--- config.mk ---
export PLATFORM = sky130hd
export DESIGN_NAME = citadel_cmd_arbiter
export DESIGN_NICKNAME = d
export VERILOG_FILES = /design/src/rtl/citadel_cmd_arbiter.sv
export SDC_FILE = /design/constraint.sdc
export NUM_CORES = 1
export LEC_CHECK = 0
export CAP_MARGIN = 20
export CORE_AREA = 2 2 219 221
export CTS_CLUSTER_DIAMETER = 60
export DETAILED_ROUTE_END_ITERATION = 7
export DIE_AREA = 0 0 221 223
export PLACE_DENSITY_LB_ADDON = 0.3
export SLEW_MARGIN = 20
export SYNTH_ARGS = -nofsm -noshare
export SYNTH_HDL_FRONTEND = slang
export SYNTH_SLANG_ARGS = --single-unit
--- constraint.sdc ---
create_clock -name clk_i -period 4.4 [get_ports clk_i]
set_clock_uncertainty 0.15 [all_clocks]
set_input_delay 0.88 -clock clk_i [delete_from_list [all_inputs] [get_ports clk_i]]
set_output_delay 0.88 -clock clk_i [all_outputs]
set_load 0.02 [all_outputs]
--- src/rtl/citadel_cmd_arbiter.sv ---
// Shares the citadel_fpu command port between NREQ requesters and routes responses back in order.
// Optional macro CITADEL_ARB_PRIO0_EN: requester 0 gets fixed absolute priority.
module citadel_cmd_arbiter #(
   parameter int NREQ      = 2,
   parameter int CMD_W     = 160,
   parameter int DATA_W    = 32,
   parameter int TAG_DEPTH = 8
) (
   input  logic                   clk_i,
   input  logic                   rst_ni,
   input  logic [NREQ-1:0]        req_valid_i,
   input  logic [NREQ*CMD_W-1:0]  req_cmd_bi,
   input  logic [NREQ-1:0]        req_wresp_i,
   output logic [NREQ-1:0]        req_ack_o,
   output logic [NREQ-1:0]        resp_valid_o,
   output logic [DATA_W-1:0]      resp_data_bo,
   output logic                   cmd_req_genfifo_req_o,
   output logic [CMD_W-1:0]       cmd_req_genfifo_rdata_bo,
   input  logic                   cmd_req_genfifo_ack_i,
   input  logic                   cmd_resp_genfifo_req_i,
   input  logic [DATA_W-1:0]      cmd_resp_genfifo_wdata_bi,
   output logic                   cmd_resp_genfifo_ack_o,
   output logic                   busy_o,
   output logic                   err_o
);
   localparam int IDW = (NREQ > 1) ? $clog2(NREQ) : 1;
   localparam int PW  = (TAG_DEPTH > 1) ? $clog2(TAG_DEPTH) : 1;
   localparam int CW  = PW + 1;

   logic [IDW-1:0]    rr_ptr;
   logic              out_vld;
   logic [CMD_W-1:0]  out_cmd;
   logic [IDW-1:0]    tag_mem [TAG_DEPTH];
   logic [PW-1:0]     wr_ptr, rd_ptr;
   logic [CW-1:0]     tag_cnt;
   logic [NREQ-1:0]   resp_vld;
   logic [DATA_W-1:0] resp_data;
   logic              err;

   logic              free, pop, push, would_full, grant, found;
   logic [NREQ-1:0]   elig;
   logic [IDW:0]      cand;
   logic [IDW-1:0]    win, win_nxt;
   logic [CMD_W-1:0]  win_cmd;
   logic              win_wresp;

   assign pop        = cmd_resp_genfifo_req_i & (tag_cnt != '0);
   assign would_full = (tag_cnt == CW'(TAG_DEPTH)) & ~pop;
   assign free       = ~out_vld | cmd_req_genfifo_ack_i;
   assign elig       = req_valid_i & ~(req_wresp_i & {NREQ{would_full}});
   // No grant while reset is held, so no requester believes its command was taken.
   assign grant      = rst_ni & free & (|elig);

   always_comb begin
      win   = rr_ptr;
      found = 1'b0;
      cand  = '0;
      for (int i = 0; i < NREQ; i++) begin
         cand = {1'b0, rr_ptr} + (IDW+1)'(i);
         if (cand >= (IDW+1)'(NREQ)) cand = cand - (IDW+1)'(NREQ);
         if (!found && elig[cand[IDW-1:0]]) begin
            win   = cand[IDW-1:0];
            found = 1'b1;
         end
      end
`ifdef CITADEL_ARB_PRIO0_EN
      if (elig[0]) win = '0;
`endif
   end

   assign win_nxt = (win == IDW'(NREQ-1)) ? '0 : win + IDW'(1);

   always_comb begin
      win_cmd   = '0;
      win_wresp = 1'b0;
      for (int k = 0; k < NREQ; k++) begin
         if (win == IDW'(k)) begin
            win_cmd   = req_cmd_bi[k*CMD_W +: CMD_W];
            win_wresp = req_wresp_i[k];
         end
      end
   end

   assign push      = grant & win_wresp;
   assign req_ack_o = grant ? (NREQ'(1) << win) : '0;

   always_ff @(posedge clk_i or negedge rst_ni) begin
      if (!rst_ni) begin
         rr_ptr    <= '0;
         out_vld   <= 1'b0;
         out_cmd   <= '0;
         wr_ptr    <= '0;
         rd_ptr    <= '0;
         tag_cnt   <= '0;
         resp_vld  <= '0;
         resp_data <= '0;
         err       <= 1'b0;
      end else begin
         if (grant) begin
            out_vld <= 1'b1;
            out_cmd <= win_cmd;
`ifdef CITADEL_ARB_PRIO0_EN
            if (win != '0) rr_ptr <= win_nxt;
`else
            rr_ptr <= win_nxt;
`endif
         end else if (cmd_req_genfifo_ack_i) begin
            out_vld <= 1'b0;
         end
         if (push) wr_ptr <= wr_ptr + PW'(1);
         if (pop)  rd_ptr <= rd_ptr + PW'(1);
         tag_cnt  <= tag_cnt + CW'(push) - CW'(pop);
         resp_vld <= pop ? (NREQ'(1) << tag_mem[rd_ptr]) : '0;
         if (pop) resp_data <= cmd_resp_genfifo_wdata_bi;
         // A response with nothing outstanding is dropped and flagged until reset.
         if (cmd_resp_genfifo_req_i & ~pop) err <= 1'b1;
      end
   end

   always_ff @(posedge clk_i) begin
      if (push) tag_mem[wr_ptr] <= win;
   end

   assign cmd_req_genfifo_req_o    = out_vld;
   assign cmd_req_genfifo_rdata_bo = out_cmd;
   assign cmd_resp_genfifo_ack_o   = 1'b1;
   assign resp_valid_o             = resp_vld;
   assign resp_data_bo             = resp_data;
   assign busy_o                   = out_vld | (tag_cnt != '0);
   assign err_o                    = err;
endmodule

; Word-level counts from Yosys, hierarchy flattened
; Memories as Yosys holds them, arrays and structs flattened.
; Cells that the tools add are included.
[op_classes]
n_lt_le_gt_ge = 4
bitwise = 13
n_mux = 18
n_eq_ne = 1
reduce_logical = 5
shifts = 2
addsub = 8
[op_table]
columns = operator, count
row1 = $mux 160, 1
row2 = $mux 1, 15
row3 = $add 3x1->3 const B, 2
row4 = $and 1x1->1, 6
row5 = $add 4x1->4, 1
row6 = $and 2x2->2, 2
row7 = $eq 4x4->1 const B, 1
row8 = $lt 1x2->1 const B, 2
row9 = $mux 2, 2
row10 = $reduce_bool 4->1, 1
row11 = $shl 1x1->2 const A, 2
row12 = $sub 4x1->4, 1
row13 = $add 1x1->2 const B, 1
row14 = $ge 1x2->1 const B, 1
row15 = $ge 2x2->1 const B, 1
row16 = $not 1->1, 2
row17 = $not 2->2, 1
row18 = $or 1x1->1, 2
row19 = $reduce_bool 2->1, 1
row20 = $reduce_or 2->1, 1
row21 = $sub 1x1->1 const B, 2
row22 = $add 1x1->1 const B, 1
row23 = $logic_and 1x1->1, 1
row24 = $logic_not 1->1, 1
[totals]
inputBits = 360
register_bits = 207
word_cells = 61
ram_bits = 8
n_memories = 1
output_inout_bits = 200
[memory_table]
columns = name, depth, width, rd, rd_ports_with_merged_regs, wr, line_no
row1 = tag_mem, 8, 1, 1, 0, 1, 33  ; logic [IDW-1:0] tag_mem [TAG_DEPTH];

; Longest topological paths before layout
[depth]
depth_word = 17
mapped_depth = 14
ltp_nobuf = 12

; Least setup slack after synthesis
; OpenSTA, ideal clock, no wires.
[synth_timing]
path_type = input to register
startpoint = input port req_wresp_i[0]
endpoint = register tag_cnt[3]
setup_time_ns = 0.079
setup_slack_ns = 1.107
arrival_ns = 3.064
path_buffers = 2
cell_stages = 12
cell_sequence = or3b_1 > o31a_1 > o211a_1 > buf_2 > o21ai_1 > buf_4 > ha_1 > inv_1 > ha_1 > a21o_1 > a21oi_1 > xor2_1
[synth_via]
elab_chain_len = 13
[synth_lines]
columns = item, line_no
row1 = start: declaration, 13  ; input logic [NREQ-1:0] req_wresp_i,
row2 = $and 2x2->2, 50  ; assign elig = req_valid_i & ~(req_wresp_i & {NREQ{would_full}});
row3 = $not 2->2, 50
row4 = $and 2x2->2, 50
row5 = $mux 1 (implied by the code) (2 in series), 61  ; if (!found && elig[cand[IDW-1:0]]) begin
row6 = $mux 1, 61
row7 = $logic_not 1->1, 61
row8 = $logic_and 1x1->1, 61
row9 = $mux 1, 61
row10 = $mux 1, 77  ; if (win == IDW'(k)) begin
row11 = $and 1x1->1 (*), 84  ; assign push = grant & win_wresp;
row12 = $add 4x1->4 (*), 112  ; tag_cnt <= tag_cnt + CW'(push) - CW'(pop);
row13 = $sub 4x1->4 (*), 112
row14 = end signal: assignment, 112
row15 = end: declaration, 35  ; logic [CW-1:0] tag_cnt;
; Mark *: on every way between the ends. The rest lies on a longest branch, timed or not. The select of a mux whose other input is x is not followed.
; A chain may end at the register's enable or synchronous reset.

; Worst setup path after layout
[layout_timing]
startpoint = input port req_wresp_i[0]
endpoint = output port req_ack_o[1]
[layout_via]
elab_chain_len = 11
[layout_lines]
columns = item, line_no
row1 = $and 2x2->2 (*), 50
row2 = $not 2->2 (*), 50
row3 = $and 2x2->2 (*), 50
row4 = $mux 1 (implied by the code) (2 in series), 61
row5 = $mux 1, 61
row6 = $logic_not 1->1, 61
row7 = $logic_and 1x1->1, 61
row8 = $mux 1, 61
row9 = $shl 1x1->2, 85  ; assign req_ack_o = grant ? (NREQ'(1) << win) : '0;
row10 = $mux 2 (*), 85
row11 = end: declaration, 14  ; output logic [NREQ-1:0] req_ack_o,
; Marks and branches as above.

==> impl_metrics.env <==
export IMPL_ant_nets=0
export IMPL_min_period_over_period_pct=92.8
export IMPL_final_cells=2280
export IMPL_track_usage_pct=15.4
export IMPL_worstSetupEndpointType="output port"
export IMPL_first_iter_violations=539
export IMPL_htree_levels=1
export IMPL_dr_pass1_iters=4
export IMPL_ys_top_cells_by_area="dfrtp_1 (54%), a21oi_1 (17%), nand2_1 (10%), nor2_1 (6.6%), edfxtp_1 (2.5%)"
export IMPL_fmax_mhz=245
export IMPL_path_cells="clkdlybuf4s50_1, or3b_1, o31ai_2, a211oi_4, nor2_1, clkdlybuf4s50_1"
export IMPL_gr_usage_met1_pct=18.7
export IMPL_cpMostUsedCell="clkdlybuf4s50_1"
export IMPL_core_area_sq_um=47100
export IMPL_port_buffers=558
export IMPL_synth_edf_count=8
export IMPL_setup_viol=0
export IMPL_met2_usage_pct=26.5
export IMPL_yosysSeqAreaShare_pct=56.1
export IMPL_grt_first_pass_wirelength_um=60700
export IMPL_relSlewSlack_pct=25.3
export IMPL_arrival_ps=3050
export IMPL_cts_buffer_depth=3
export IMPL_netlist_area_sq_um=9650
export IMPL_multi_input_area_sq_um=3790
export IMPL_critPathMaxFanout=4
export IMPL_grtUsageMet3_pct=4.65
export IMPL_critPathKind="input port to output port"
export IMPL_synthDistinctLibCells=47
export IMPL_grt_pass1_vias=10238
export IMPL_place_inst=2227
export IMPL_avgSynthCellArea_sq_um=8.63
export IMPL_busiest_layer="met2"
export IMPL_yosysTopAreaCell="dfrtp_1"
export IMPL_cts_sinks=215
export IMPL_worstMarginPinSlew_ps=1120
export IMPL_gr_total_overflow=0
export IMPL_num_rows=80
export IMPL_start_util_pct=20.5
export IMPL_viasPerCell=4.36
export IMPL_synth_seq_cells=215
export IMPL_cts_root_buffer="clkbuf_16"
export IMPL_synth_top_area_share_pct=53.7
export IMPL_io_pins=560
export IMPL_setup_tns_ps=0
export IMPL_slowest_stage="clkdlybuf4s50_1"
export IMPL_clk_pin_slew_ps=60
export IMPL_syn_num_nets=1488
export IMPL_worstPathRequired_ps=3370
export IMPL_hold_viol=0
export IMPL_nNetsFinal=2011
export IMPL_synthArstFlopShare_pct=96.3
export IMPL_hpwl_um=28000
export IMPL_vias=9945
export IMPL_synthFlopType="dfrtp_1"
export IMPL_leakage_nw=6.80
export IMPL_slowest_delay_ps=620
export IMPL_dp_slack_ps=311
export IMPL_final_cell_mix="clkdlybuf4s50_1 (557), a21oi_1 (321), nand2_1 (266), dfrtp_1 (207), nor2_1 (171)"
export IMPL_drc=0
export IMPL_cp_top_family="buffers and inverters"
export IMPL_antenna_found_initial=1
export IMPL_clock_latency_ps=550
export IMPL_status="complete, no violations"
export IMPL_ir_drop_v=0.000279
export IMPL_cts_made_buffers=28
export IMPL_final_common_cell="clkdlybuf4s50_1"
export IMPL_die_h_um=223
export IMPL_gp_congestion=0.833
export IMPL_hold_path_class="input port to asynchronous set/reset pin"
export IMPL_ctsHoldBuffers=0
export IMPL_regArea_sq_um=5420
export IMPL_grt_setup_unrepaired="no"
export IMPL_yosys_warnings=0
export IMPL_drt_wirelength_per_cell_um=17.4
export IMPL_syn_inst=1119
export IMPL_tritoncts="done"
export IMPL_min_period_ps=4080
export IMPL_die_w_um=221
export IMPL_ctsResizeCount=0
export IMPL_wl_um=39700
export IMPL_grt_start_max_net_pins=169
export IMPL_p_per_area_nw_per_um2=526
export IMPL_cap_violations=0
export IMPL_cts_setup_buffers=0
export IMPL_maxSlewViolCount=0
export IMPL_setup_worst_path_start_class="input port"
export IMPL_drive_gt1_share_pct=4.51
export IMPL_cp_num_buf_inv=2
export IMPL_setup_slack_ps=319
export IMPL_area_growth_pct=73.3
export IMPL_fill_cells=4911
export IMPL_die_area_sq_um=49300
[path summary, 6_finish.rpt]
kind | startpoint | to | slack [ps] | cells after the start
worst max-delay path | req_wresp_i[0] | req_ack_o[1] | 320 | 6
worst min-delay path | rst_ni | cmd_req_genfifo_req_o | 50 | 1
worst max register to register | tag_cnt[2] | cmd_req_genfifo_rdata_bo[144] | 1190 | 9
worst min register to register | resp_data_bo[20] | resp_data_bo[20] | 330 | 2
max in group asynchronous | rst_ni | resp_data_bo[18] | 2530 | 3
min in group clk_i | resp_data_bo[20] | resp_data_bo[20] | 330 | 2
[state kept, by name (all words and copies together), names as in the netlist]
| signal | flops |
|---|---|
| cmd_req_genfifo_rdata_bo | 160 |
| resp_data_bo | 32 |
| tag_mem | 8 |
| tag_cnt | 4 |
| rd_ptr | 3 |
| wr_ptr | 3 |
| resp_valid_o | 2 |
| cmd_req_genfifo_req_o | 1 |
| err_o | 1 |
| rr_ptr | 1 |
[metal layers]
layer	vias up	routed length, um
met2	386	19400
met5	-	0
met4	0	898
met3	48	3290
li1	4747	-
met1	4764	16100
[where the power goes]
part | internal (mW) | switching [mW]
sequential | 2.56 | 0.362
clock | 1.49 | 0.913
combinational | 1.62 | 1.87
[kinds of logic (layout without fill, tap and decap cells)]
kind of cell | Yosys count | after routing | synth area share [%]
compound gates | 339 | 339 | 18.2
xor+xnor | 6 | 6 | 0.544
fa+ha+maj | 9 | 9 | 1.24
buf+inv | 90 | 635 | 4.78
flops | 215 | 215 | 56.1
mux | 4 | 4 | 0.687
other cells | 1 | 2 | 0.0388
simple gates | 455 | 455 | 18.4
[metrics by stage]
step | hold slack [ps] | power, mW | utilization [%] | area (sq um)
floorplan | 316 | 4.65 | - | 9650
global placement | 306 | 6.45 | 33.4 | 15700
detailed placement | 311 | 6.49 | 33.4 | 15700
CTS | 45.0 | 8.96 | 35.5 | 16700
global route | 50.8 | 9.34 | 35.5 | 16700
finish | 53.3 | 8.81 | 35.5 | 16700
[final cells by class]
| cell class | count | share of cell area (%) |
|---|---|---|
| clock inverter | 8 | 0.598 |
| timing repair buffer | 573 | 34.2 |
| multi-input combinational | 814 | 22.6 |
| inverter | 10 | 0.254 |
| tap | 615 | 4.60 |
| antenna | 1 | 0.0150 |
| sequential | 215 | 32.4 |
| clock buffer | 44 | 5.27 |
[cell usage after synthesis (all sizes together) (2+ instances only)]
master / count
dfrtp: 207
nor4b: 3
buf: 50
a21o: 2
o211ai: 3
nor2: 171
a211oi: 2
nand2: 266
a21oi: 321
nand3: 2
a31oi: 2
xnor2: 4
edfxtp: 8
nand3b: 2
mux4: 2
clkbuf: 30
or3b: 2
xor2: 2
inv: 9
ha: 8
nand2b: 2
o21ai: 4
(Power assumes the default switching activity.)
